==> src/rtl/stm32_bus_master.sv <==
// Initiator side of the STM32 <-> DDC 4-bit nibble bus: one request at a time,
// drives sync/nibbles for writes and assembles responder nibbles for reads.
module stm32_bus_master #(
  parameter int READ_LATENCY = 2,
  parameter int GAP_CYCLES   = 1
) (
  input  logic        clk_in,
  input  logic        reset_n,
  input  logic        req_valid,
  output logic        req_ready,
  input  logic [2:0]  req_cmd,
  input  logic        req_tx,
  input  logic        req_preamp,
  input  logic [21:0] req_freq,
  input  logic [15:0] req_i,
  input  logic [15:0] req_q,
  output logic        sync_out,
  output logic [3:0]  data_out,
  input  logic [3:0]  bus_in,
  output logic [15:0] rx_i,
  output logic [15:0] rx_q,
  output logic        rx_valid,
  output logic        adc_otr,
  output logic        status_valid,
  output logic        done,
  output logic        done_err
);

  typedef enum logic [2:0] {S_IDLE, S_SYNC, S_WR, S_RD, S_DONE, S_GAP} state_t;

  localparam logic [2:0] CMD_SET    = 3'd1;
  localparam logic [2:0] CMD_STATUS = 3'd2;
  localparam logic [2:0] CMD_TX     = 3'd3;
  localparam logic [2:0] CMD_RX     = 3'd4;
  localparam logic [3:0] RD_FIRST   = 4'(READ_LATENCY - 1);
  localparam logic [3:0] RX_LAST    = 4'(READ_LATENCY + 6);
  localparam logic [3:0] GAP_LAST   = 4'(GAP_CYCLES - 1);

  state_t      state, state_nxt;
  logic [3:0]  cnt, cnt_nxt;
  logic [2:0]  cmd_q, cmd_nxt;
  logic [31:0] pay, pay_nxt;
  logic [31:0] samp;
  logic [3:0]  wr_last;
  logic        sync_nxt, rx_valid_nxt, adc_nxt, stat_v_nxt, done_nxt, err_nxt;
  logic [3:0]  data_nxt;
  logic [15:0] rx_i_nxt, rx_q_nxt;

  assign req_ready = (state == S_IDLE);

  // pay is the outgoing nibble shifter for writes and the incoming one for reads
  always_comb begin
    state_nxt    = state;
    cnt_nxt      = cnt + 4'd1;
    cmd_nxt      = cmd_q;
    pay_nxt      = pay;
    sync_nxt     = 1'b0;
    data_nxt     = 4'h0;
    rx_i_nxt     = rx_i;
    rx_q_nxt     = rx_q;
    rx_valid_nxt = 1'b0;
    adc_nxt      = adc_otr;
    stat_v_nxt   = 1'b0;
    done_nxt     = 1'b0;
    err_nxt      = 1'b0;
    samp         = {pay[27:0], bus_in};
    wr_last      = (cmd_q == CMD_SET) ? 4'd6 : 4'd7;

    case (state)
      S_IDLE: begin
        cnt_nxt = 4'd0;
        if (req_valid) begin
          cmd_nxt = req_cmd;
          case (req_cmd)
            CMD_SET: pay_nxt = {req_tx, req_preamp, 4'b0000, req_freq, 4'b0000};
            CMD_TX:  pay_nxt = {req_q, req_i};
            default: pay_nxt = 32'h0;
          endcase
          if (req_cmd >= CMD_SET && req_cmd <= CMD_RX) begin
            state_nxt = S_SYNC;
            sync_nxt  = 1'b1;
            data_nxt  = {1'b0, req_cmd};
          end else begin
            state_nxt = S_DONE;
            done_nxt  = 1'b1;
            err_nxt   = 1'b1;
          end
        end
      end
      S_SYNC: begin
        cnt_nxt = 4'd0;
        if (cmd_q == CMD_SET || cmd_q == CMD_TX) begin
          state_nxt = S_WR;
          data_nxt  = pay[31:28];
          pay_nxt   = pay << 4;
        end else begin
          state_nxt = S_RD;
        end
      end
      S_WR: begin
        if (cnt == wr_last) begin
          state_nxt = S_DONE;
          done_nxt  = 1'b1;
        end else begin
          data_nxt = pay[31:28];
          pay_nxt  = pay << 4;
        end
      end
      S_RD: begin
        if (cnt >= RD_FIRST) pay_nxt = samp;
        if (cmd_q == CMD_STATUS && cnt == RD_FIRST) begin
          state_nxt  = S_DONE;
          adc_nxt    = bus_in[0];
          stat_v_nxt = 1'b1;
          done_nxt   = 1'b1;
        end else if (cmd_q == CMD_RX && cnt == RX_LAST) begin
          state_nxt    = S_DONE;
          rx_q_nxt     = samp[31:16];
          rx_i_nxt     = samp[15:0];
          rx_valid_nxt = 1'b1;
          done_nxt     = 1'b1;
        end
      end
      S_DONE: begin
        state_nxt = S_GAP;
        cnt_nxt   = 4'd0;
      end
      S_GAP: begin
        if (cnt == GAP_LAST) state_nxt = S_IDLE;
      end
      default: state_nxt = S_IDLE;
    endcase
  end

  always_ff @(posedge clk_in or negedge reset_n) begin
    if (!reset_n) begin
      state        <= S_IDLE;
      cnt          <= 4'd0;
      cmd_q        <= 3'd0;
      pay          <= 32'h0;
      sync_out     <= 1'b0;
      data_out     <= 4'h0;
      rx_i         <= 16'h0;
      rx_q         <= 16'h0;
      rx_valid     <= 1'b0;
      adc_otr      <= 1'b0;
      status_valid <= 1'b0;
      done         <= 1'b0;
      done_err     <= 1'b0;
    end else begin
      state        <= state_nxt;
      cnt          <= cnt_nxt;
      cmd_q        <= cmd_nxt;
      pay          <= pay_nxt;
      sync_out     <= sync_nxt;
      data_out     <= data_nxt;
      rx_i         <= rx_i_nxt;
      rx_q         <= rx_q_nxt;
      rx_valid     <= rx_valid_nxt;
      adc_otr      <= adc_nxt;
      status_valid <= stat_v_nxt;
      done         <= done_nxt;
      done_err     <= err_nxt;
    end
  end

endmodule
==> config.mk <==
export PLATFORM = sky130hd
export DESIGN_NAME = stm32_bus_master
export DESIGN_NICKNAME = d
export VERILOG_FILES = /design/src/rtl/stm32_bus_master.sv
export SDC_FILE = /design/constraint.sdc
export NUM_CORES = 1
export LEC_CHECK = 0
export CORE_MARGIN = 2
export CORE_UTILIZATION = 52
export DETAILED_ROUTE_END_ITERATION = 8
export PLACE_DENSITY = 0.85
export SYNTH_ARGS = -nofsm -noshare
export SYNTH_HDL_FRONTEND = slang
export SYNTH_SLANG_ARGS = --single-unit
export TNS_END_PERCENT = 5
==> constraint.sdc <==
create_clock -name clk_in -period 3.4 [get_ports clk_in]
set_clock_uncertainty 0.05 [all_clocks]
set_input_delay 0.85 -clock clk_in [delete_from_list [all_inputs] [get_ports clk_in]]
set_output_delay 0.85 -clock clk_in [all_outputs]
set_load 0.01 [all_outputs]
[After elaboration in Yosys (flattened, before gate mapping)]
Index checks and enable logic that the tools add are counted.
Cells by class
  $add $sub $neg: 1
  order comparisons: 3
  equal/unequal tests: 21
  muxes and demuxes: 35
  bitwise operators: 1
  reduce and logical (&&, ||, !) cells: 13
Operator list (count)
  32-bit two-way mux: 4
  32-bit case mux with 4 select lines: 1
  32-bit case mux with 2 select lines: 1
  3-bit two-way mux: 8
  3-bit case mux with 6 select lines: 1
  3-bit by 2-bit equality test with 1-bit output, second input constant: 5
  1-bit two-way mux: 15
  4-bit two-way mux: 3
  2-bit inequality test, second input constant: 6
  4-bit case mux with 3 select lines: 1
  3-bit by 1-bit equality test with 1-bit output, second input constant: 3
  3-bit equality test, second input constant: 3
  5-bit AND reduction: 1
  4-bit by 1-bit adder with 4-bit output, second input constant: 1
  4-bit by 1-bit equality test with 1-bit output, second input constant: 1
  4-bit by 3-bit equality test with 1-bit output: 1
  4-bit equality test, second input constant: 1
  4-bit by 1-bit greater-or-equal comparator with 1-bit output, second input constant: 1
  4-bit logical NOT: 1
  2-bit AND reduction: 2
  4-bit AND reduction: 1
  4-bit nonzero test: 1
  3-bit by 1-bit greater-or-equal comparator with 1-bit output, second input constant: 1
  3-bit <= comparator, second input constant: 1
  other kinds (8): 10
Word-level totals
  register bits after elaboration: 84
  output and inout bits: 43
  logic and storage cells: 87

[Logic depth before layout (Yosys ltp)]
Gate-level depths: netlist of the first run.
  word-level depth: 5
  depth in mapped cells: 9
  gate-level depth less buffers: 7

[Worst setup path after synthesis of the first run]
Ideal clock, no wire load.
  path kind: reg-to-reg
  start: reg cnt[0]
  end: reg rx_i[0]
  library setup time: 125 ps
  arrival: 2018 ps
  required time: 3225 ps
  slack: 1207 ps
  stages on the path, launching flop included: 9
  buffers on the path: 2
  clock period less this slack: 2193 ps
  cell sequence: dfrtp_1 -> inv_1 -> ha_1 -> nand2b_4 -> or4_4 -> or2_1 -> buf_6 -> buf_12 -> mux2_4
Between the ends
  cells in the longest elaborated chain, start to end: 4
Ends and longest elaborated chain
  from (decl): line 40  | logic [3:0] cnt, cnt_nxt;
  from (signal assigned): line 152  | cnt <= cnt_nxt;
  4-bit by 1-bit equality test with 1-bit output: line 111  | if (cmd_q == CMD_STATUS && cnt == RD_FIRST) begin
  1-bit logical AND: line 111
  1-bit NOT (no line)
  3-bit AND reduction (no line) *
  to (signal assigned): line 157  | rx_i <= rx_i_nxt;
  to (decl): line 20  | output logic [15:0] rx_i,
Mark *: on every way between the ends. The rest lies on a longest branch, timed or not.
A chain may end at the register's enable or synchronous reset.

[Worst setup path in the final report of the first run]
  start: in req_cmd[2]
  end: reg pay[14]
Between the ends
  cells in the longest elaborated chain, start to end: 4
Ends and longest elaborated chain
  from (decl): line 11  | input logic [2:0] req_cmd,
  3-bit by 2-bit equality test with 1-bit output / 3-bit by 1-bit equality test with 1-bit output (equally long branches): line 74  | case (req_cmd)
  32-bit case mux with 2 select lines *: line 74
  32-bit two-way mux *: line 72  | if (req_valid) begin
  32-bit case mux with 4 select lines *: line 69  | case (state)
  to (signal assigned): line 154  | pay <= pay_nxt;
  to (decl): line 42  | logic [31:0] pay, pay_nxt;
Mark *: on every way between the ends. The rest lies on a longest branch, timed or not. The select of a mux whose other input is x is not followed.

==> impl_metrics.toml, run 1 <==
[synthesis]
synthesized_cell_area_mm2 = 0.00400
synth_area_per_cell_um2 = 11.6
synth_edf_count = 0
synthFlopType = "dfrtp_1"
synth_warnings = 0
synth_fp_nets = 416
synthArstFlopShare = 1.00
synth.distinct_cells = 44
synthCells = 346
synth.yosys.seq_area_share = 0.525
yosys_register_bits = 84

[timing]
period_minus_slack_ns = 2.77
setup-violations-final = 0
fin_crit_share = 0.814
max_freq_ghz = 0.361
grt_setup_unrepaired = "no"
report.final.slew_viol_count = 0
timing.slew.headroom = 0.259
worst_pin_slew_ns = 1.11
final-hold-violation-count = 0
fin_setup_tns_ns = 0

[critical_path]
critical_path_required_ns = 3.60
critical_path_maximum_fanout = 24
timing_worst_setup_path_type = "in -> reg"
timing.critical_path.arrival_ns = 2.97
cp-end-kind = "flip-flop"
cp-start-kind = "primary input"

[clock_network]
clkSinkCount = 84
clock_tree_from_tritoncts = "done"
post_cts_resize_count = 0
htree_num_levels = 3
clockRootBuffer = "clkbuf_8"
postCtsHoldBufs = 0
cts.reportedPaths.clkPinSlew_ns = 0.08
post_cts.repair.setup_buffers = 0
clock_latency_ns = 0.34
numCtsBuffers = 9
ctsLongestPathBuffers = 2

[routing]
routed_wl_um = 9870
vias_per_cell = 5.84
first_iter_violations = 200
wl_per_cell_um = 18.2
routed_via_count = 3170
drc = 0
drtPass1Iterations = 4
detail-route-antenna-nets = 0

[global_route]
grt_antenna_before_repair = 0
overall_global_routing_resource_usage = 0.240
grt-ovfl-total = 0
grt_pass1_wl_um = 16000
grt_pass1_vias = 3265
grt_max_degree = 85

[die]
initial_core_util = 0.543
i_o_pins = 109
coreArea_mm2 = 0.00737
die_width_um = 91.7
dieArea_mm2 = 0.00841
dieHeight_um = 91.7
std_cell_rows = 31

[placed_design]
place.detailed.hpwl_um = 6850
placed_cell_area_mm2 = 0.00507
numPortBuffers = 108
gp_congestion = 0.815

[layout]
finalNetCount = 511
insertedDiodeCount = 0
layout_commonest_cell = "clkdlybuf4s50_1"
drive_gt1_frac = 0.135
multi_input_comb_area_mm2 = 0.00173
commonest_cells_after_routing_fill_and_taps_aside = "107 x clkdlybuf4s50_1, 84 x dfrtp_1, 58 x o21ai_0"
fillers = 550
sequential_cell_area_mm2 = 0.00210
design_area_mm2 = 0.00527
relative_area_change_from_synthesis_to_final_layout_pct = 31.8

[run_status]
outcome = "complete, no violations"

[job]
max-cap-violations = 0

[pwr]
leakagePower_nw = 2.31
powerDensity_mw_per_mm2 = 668
vdd_ir_drop_max_uv = 316

[worst_hold_path]
worst_hold_path_type = "reg -> reg"
-- critical path: stages --
cell             delay [ns]
clkdlybuf4s50_1        0.49
nor2b_1                0.25
and2_1                 0.79
a221o_1                0.29
o21ai_0                0.08
o21ai_0                0.20
-- sequential cells by signal (all words and copies together) (netlist names), 3 cells and up --
register and flops:
cnt 4, state 3, rx_i 16, rx_q 16, data_out 4, cmd_q 3
pay 32
-- report_power, final --
part | total [mW] | switching, mW | internal, mW
registers | 1.50 | 0.250 | 1.25
clock network | 0.741 | 0.336 | 0.404
logic | 1.28 | 0.695 | 0.584
-- per-stage QoR --
step	util	power [mW]	hold slack (ns)	instances	setup WS (ns)
after global routing	0.716	3.76	0.482	543	0.495
final	0.716	3.52	0.462	543	0.632
after CTS	0.716	3.53	0.465	543	0.676
after global placement	0.688	2.72	0.434	529	0.402
after detailed placement	0.688	2.78	0.442	529	0.340
after floorplan	-	2.33	0.392	346	1.21
-- Yosys cell counts, types with 2 or more instances --
master,instances,area [um^2]
buf_12,3,60.1
a221o_1,24,240
o21ai_0,58,290
nor2b_1,3,18.8
nand3_1,3,15.0
nand2_1,38,143
clkbuf_1,18,67.6
inv_1,7,26.3
ha_1,4,50.1
and3_1,3,18.8
mux2_4,29,435
and2_1,5,31.3
dfrtp_1,84,2100
nand2b_1,3,18.8
mux2_2,6,67.6
nand3b_1,2,15.0
mux2i_1,2,20.0
xnor2_1,3,26.3
a32o_1,3,30.0
a21oi_1,6,30.0
nor2_1,9,33.8
buf_2,4,20.0
a22oi_1,8,60.1
-- area by class of cell --
| type | instances | share of cell area |
|---|---|---|
| sequential | 84 | 0.399 |
| multi-input combinational | 229 | 0.327 |
| clock buffer | 9 | 0.0235 |
| tap | 99 | 0.0235 |
| clock inverter | 5 | 0.0149 |
| timing repair buffer | 110 | 0.207 |
| inverter | 7 | 0.00498 |
-- kinds of logic (layout without fill, tap and decap cells) --
kind of cell / count (synthesis) / count (layout) / synth area share
mux: 37 / 37 / 0.131
simple gates: 76 / 76 / 0.0947
fa+ha+maj: 4 / 4 / 0.0125
flops: 84 / 84 / 0.525
xor+xnor: 3 / 3 / 0.00657
buf+inv: 33 / 131 / 0.0463
compound gates: 109 / 109 / 0.184
-- path summary, 6_finish.rpt --
check	from	to	slack, ns	depth (start not counted)
worst min register to register	pay[31]	pay[31]	0.46	2
worst min-delay path	pay[31]	pay[31]	0.46	2
min in group asynchronous	reset_n	rx_q[3]	0.64	1
worst max register to register	cnt[1]	rx_q[8]	0.76	6
worst max-delay path	req_cmd[2]	pay[14]	0.63	6
max in group asynchronous	reset_n	status_valid	2.02	1
-- per-layer routing --
| metal | global-route usage | vias to the layer above | part of all wire |
|---|---|---|---|
| li1 | - | 1445 | - |
| met1 | 0.316 | 1579 | 0.42 |
| met2 | 0.398 | 133 | 0.50 |
| met3 | 0.0477 | 13 | 0.064 |
| met4 | 0.0846 | 0 | 0.017 |
| met5 | 0 | - | 0 |
Power figures use the tool's default switching activity.
==> run 2, diff against run 1 <==
CORE_UTILIZATION = 44   (was 52)
PLACE_DENSITY = 0.77   (was 0.85)
clock period = 2.4 ns   (was 3.4 ns; I/O delays follow)
==> run 2 against run 1 <==
Compared with the run above: sequential cell count stayed put; non-clock buffer count is 12 higher; cell count is 4.2% higher; first-iteration DRC count is 19% lower; register-to-register slack worse by 0.68 ns; clock-buffer cell count stayed put.
==> impl_metrics.toml, run 2 (synthesized netlist as in run 1, its figures left out) <==
[global_route]
grt-ovfl-total = 0
grt_pass1_vias = 3231
met3_usage = 0.0379
grt_use_met2 = 0.340
grt_max_degree = 65
grt.busiest_layer = "met2"
overall_global_routing_resource_usage = 0.207
grt_pass1_wl_um = 16200
grt_antenna_before_repair = 0
use_met1 = 0.278

[die]
std_cell_rows = 34
dieHeight_um = 99.4
coreArea_mm2 = 0.00876
die_width_um = 99.4
i_o_pins = 109
initial_core_util = 0.457
dieArea_mm2 = 0.00987

[layout]
relative_area_change_from_synthesis_to_final_layout_pct = 35.9
largest_reg_flops = 32
layout_commonest_cell = "clkdlybuf4s50_1"
layout.core_utilization = 0.620
multi_input_comb_area_mm2 = 0.00173
insertedDiodeCount = 0
max_flop_register = "pay"
sequential_cell_area_mm2 = 0.00210
reg.largest.list = "pay (32), rx_i (16), rx_q (16)"
drive_gt1_frac = 0.166
finalNetCount = 523
fillers = 711
commonest_cells_after_routing_fill_and_taps_aside = "107 x clkdlybuf4s50_1, 83 x dfrtp_1, 58 x o21ai_0"

[critical_path]
cp-start-kind = "flip-flop"
critical_path_required_ns = 2.59
r2r_setup_slack_ns = 0.08
timing.critical_path.arrival_ns = 2.51
critical_path_maximum_fanout = 33
timing_worst_setup_path_type = "reg -> reg"
cp-end-kind = "flip-flop"

[timing]
final-hold-violation-count = 0
timing.slew.headroom = 0.715
grt_setup_unrepaired = "no"
fin_setup_tns_ns = 0
setup-violations-final = 0
report.final.slew_viol_count = 0
fin_crit_share = 0.968
period_minus_slack_ns = 2.32
max_freq_ghz = 0.430
timing.final.ws_setup_ns = 0.0770
worst_pin_slew_ns = 0.426

[clock_network]
numCtsBuffers = 9
clkSinkCount = 84
post_cts.repair.setup_buffers = 0
clockRootBuffer = "clkbuf_8"
htree_num_levels = 3
cts.reportedPaths.clkPinSlew_ns = 0.10
ctsLongestPathBuffers = 2
clock_latency_ns = 0.35
clock_tree_from_tritoncts = "done"

[placed_design]
pre_cts_ws_ns = 0.0571
place.detailed.hpwl_um = 7010
gp_congestion = 0.863
numPortBuffers = 108

[pwr]
leakagePower_nw = 2.38
vdd_ir_drop_max_uv = 554
powerDensity_mw_per_mm2 = 924

[routing]
drc = 0
routed_via_count = 3164
wl_per_cell_um = 17.3
detail-route-antenna-nets = 0
vias_per_cell = 5.59
first_iter_violations = 162
drtPass1Iterations = 5
routed_wl_um = 9820

[run_status]
outcome = "complete, no violations"

[job]
max-cap-violations = 0

[worst_hold_path]
worst_hold_path_type = "in -> async"
## run 2: final cells by class
type | count | area share
clock inverter | 7 | 0.0108
sequential | 84 | 0.387
inverter | 7 | 0.00483
tap | 108 | 0.0249
multi-input combinational | 229 | 0.318
timing repair buffer | 122 | 0.232
clock buffer | 9 | 0.0228
## run 2: critical path, stage by stage (launching register included)
cell      delay (ns)
dfrtp_1         0.43
inv_1           0.12
ha_1            0.20
nand2b_4        0.06
or4_4           0.50
or2_2           0.32
buf_12          0.20
mux2_4          0.32
## run 2: layer usage
| metal | vias to the layer above | wire [um] |
|---|---|---|
| li1 | 1477 | - |
| met1 | 1577 | 4270 |
| met2 | 102 | 4880 |
| met3 | 8 | 569 |
| met4 | 0 | 100 |
| met5 | - | 0 |
## run 2: power breakdown
group          switching [mW]  total (mW)  internal, mW
Sequential              0.324        2.10          1.78
Combinational            1.03        1.98         0.943
Clock                   0.550       0.945         0.394
## run 2: per-stage QoR
stage	cell area, um^2	std cells	power, mW	hold slack, ns
6_report	5440	566	5.02	0.0581
4_1_cts	5440	566	5.05	0.0559
2_1_floorplan	4000	346	3.30	0.254
3_5_place_dp	5250	550	4.09	0.431
5_1_grt	5440	566	5.43	0.0559
3_3_place_gp	5250	550	4.02	0.430
## run 2: path summary, 6_finish.rpt
path	cells after the start	from	end
worst min register to register	2	pay[28]	pay[28]
worst max register to register	7	cnt[1]	rx_q[8]
min in group clk_in	2	pay[28]	pay[28]
worst min-delay path	1	reset_n	rx_q[3]
worst max-delay path	7	cnt[1]	rx_q[8]
max in group asynchronous	2	reset_n	pay[22]
## run 2: repair_timing
action,in CTS,in global routing
setup endpoints to repair,1,1
hold buffers,0,0
gates resized for setup,1,1
==> run 3, diff against run 2 <==
--- a/config.mk
+++ b/config.mk
@@ -11,2 +11,4 @@
 export PLACE_DENSITY = 0.77
+export RECOVER_POWER = 100
+export SLEW_MARGIN = 10
 export SYNTH_ARGS = -nofsm -noshare
==> constraint.sdc (replaced) <==
create_clock -name clk_in -period 2.4 [get_ports clk_in]
set_clock_uncertainty 0.05 [all_clocks]
set_input_delay 0.24 -clock clk_in [delete_from_list [all_inputs] [get_ports clk_in]]
set_output_delay 0.24 -clock clk_in [all_outputs]
set_load 0.01 [all_outputs]
==> run 3 against run 2 <==
Compared with the run above: die area is the same; hold slack gained 0.38 ns; via count shrank 0.79%; clock-buffer cell count grew 2; non-clock buffer count grew 1; largest power group unchanged; combinational power shrank 3%; sequential power shrank 2%; core utilization shrank 1.7 points.
==> impl_metrics.toml, run 3 (synthesized netlist as in run 1, its figures left out) <==
[routing]
routed_wl_um = 9890
wl_per_cell_um = 17.4
drtPass1Iterations = 5
routed_via_count = 3139
drc = 0
vias_per_cell = 5.54
detail-route-antenna-nets = 0
first_iter_violations = 202

[placed_design]
numPortBuffers = 108
pre_cts_ws_ns = 0.117
gp_congestion = 0.838
place.detailed.hpwl_um = 6920

[layout]
reg.largest.list = "pay (32), rx_i (16), rx_q (16)"
drive_gt1_frac = 0.0915
max_flop_register = "pay"
insertedDiodeCount = 0
commonest_cells_after_routing_fill_and_taps_aside = "84 x dfrtp_1, 64 x clkdlybuf4s50_1, 58 x o21ai_0"
relative_area_change_from_synthesis_to_final_layout_pct = 32.1
largest_reg_flops = 32
layout_commonest_cell = "dfrtp_1"
finalNetCount = 524

[critical_path]
cp-start-kind = "flip-flop"
critical_path_required_ns = 2.58
cell_by_cell_trace_of_the_critical_path = "inv_1 -> ha_1 -> nand2b_2 -> or4_4 -> or2_2 -> buf_12 -> mux2_1"
cp-startpoint = "cnt[1]"
regToRegEndpoint = "rx_i[1]"
worstSetupEndpoint = "rx_i[1]"
crit_buf_inv = 2
timing.critical_path.arrival_ns = 2.43
worst-r2r-cell-count = 7
r2r_setup_slack_ns = 0.15
critical_path_maximum_fanout = 33
cp-end-kind = "flip-flop"
cp_slowest_stage_delay_ns = 0.50
worstSetupPathDepth = 7
cpLargestDelayFamily = "simple AND/OR/NAND/NOR gates"
timing_worst_setup_path_type = "reg -> reg"
timing.critical_path.slowest_stage_cell = "or4_4"
worst_r2r_startpoint = "cnt[1]"

[timing]
timing.final.ws_setup_ns = 0.155
setup-violations-final = 0
report.final.slew_viol_count = 0
worst_pin_slew_ns = 1.11
final-hold-violation-count = 0
grt_setup_unrepaired = "no"
fin_crit_share = 0.935
timing.slew.headroom = 0.257
final.hold.worst_slack_ns = 0.441
max_freq_ghz = 0.445
fin_setup_tns_ns = 0
period_minus_slack_ns = 2.25

[clock_network]
cts.reportedPaths.clkPinSlew_ns = 0.08
numCtsBuffers = 9
ctsLongestPathBuffers = 2
htree_num_levels = 3
clock_latency_ns = 0.35
clock_tree_from_tritoncts = "done"
clkSinkCount = 84
clockRootBuffer = "clkbuf_8"

[pwr]
leakagePower_nw = 2.24
vdd_ir_drop_max_uv = 401
powerDensity_mw_per_mm2 = 946

[global_route]
grt_pass1_wl_um = 16000
grt-ovfl-total = 0
overall_global_routing_resource_usage = 0.209
grt_antenna_before_repair = 0
grt_max_degree = 85
grt_pass1_vias = 3221

[die]
initial_core_util = 0.457
die_width_um = 99.4
std_cell_rows = 34
coreArea_mm2 = 0.00876
i_o_pins = 109
dieHeight_um = 99.4
dieArea_mm2 = 0.00987

[job]
max-cap-violations = 0

[run_status]
outcome = "complete, no violations"

[worst_hold_path]
min_path_cells = 1
worst_hold_path_type = "reg -> reg"
==> run 3: area by class of cell <==
class	instances	area, um^2
clock buffers	11	141
clock inverters	5	58.8
fillers	769	3480
inverters	7	26.3
multi-input cells	229	1610
flip-flops and latches	84	2100
well taps	108	135
repair buffers	123	1210
==> run 3: routing by layer <==
metal | vias to the layer above | global-route usage | wire, um
met3 | 17 | 0.0478 | 610
met5 | - | 0 | 0
li1 | 1481 | - | -
met2 | 98 | 0.336 | 4670
met1 | 1543 | 0.276 | 4400
met4 | 0 | 0.0801 | 204
==> run 3: what timing repair did <==
action | 4_1_cts | 5_1_grt
resized for setup | 0 | 0
setup buffers | 0 | 1
endpoints found under the setup margin | 0 | 3
endpoints found under the hold margin | 84 | 0
hold buffers | 1 | 0
==> run 3: report_power, final <==
group / switching [mW] / internal, mW / leakage (nW) / total, mW
combinational: 1.08 / 0.855 / 1.09 / 1.93
clock: 0.505 / 0.511 / 0.0959 / 1.02
sequential: 0.274 / 1.78 / 1.05 / 2.05
==> run 3: how the worst min path moves through the flow <==
stage / start / endpoint / slack [ns]
finish: rx_q[6] / rx_q[6] / 0.44
global route: rx_q[6] / rx_q[6] / 0.47
CTS: reset_n / rx_q[2] / 0.41
detailed placement: reset_n / rx_q[2] / 0.26
global placement: reset_n / rx_q[2] / 0.25
floorplan: reset_n / adc_otr / -0.11
==> run 3: worst register-to-register path: stages (launching register included) <==
cell and delay, ns:
dfrtp_1 0.41, inv_1 0.10, ha_1 0.16, nand2b_2 0.06, or4_4 0.50, or2_2 0.32, buf_12 0.19, mux2_1 0.34
==> run 3: per-stage QoR <==
stage          total power, mW  cell area (um^2)  instances   util
2_1_floorplan             3.30              4000        346      -
3_3_place_gp              4.02              5200        549  0.594
3_5_place_dp              4.09              5200        549  0.594
4_1_cts                   5.14              5410        566  0.618
5_1_grt                   5.39              5280        567  0.603
6_report                  5.00              5280        567  0.603
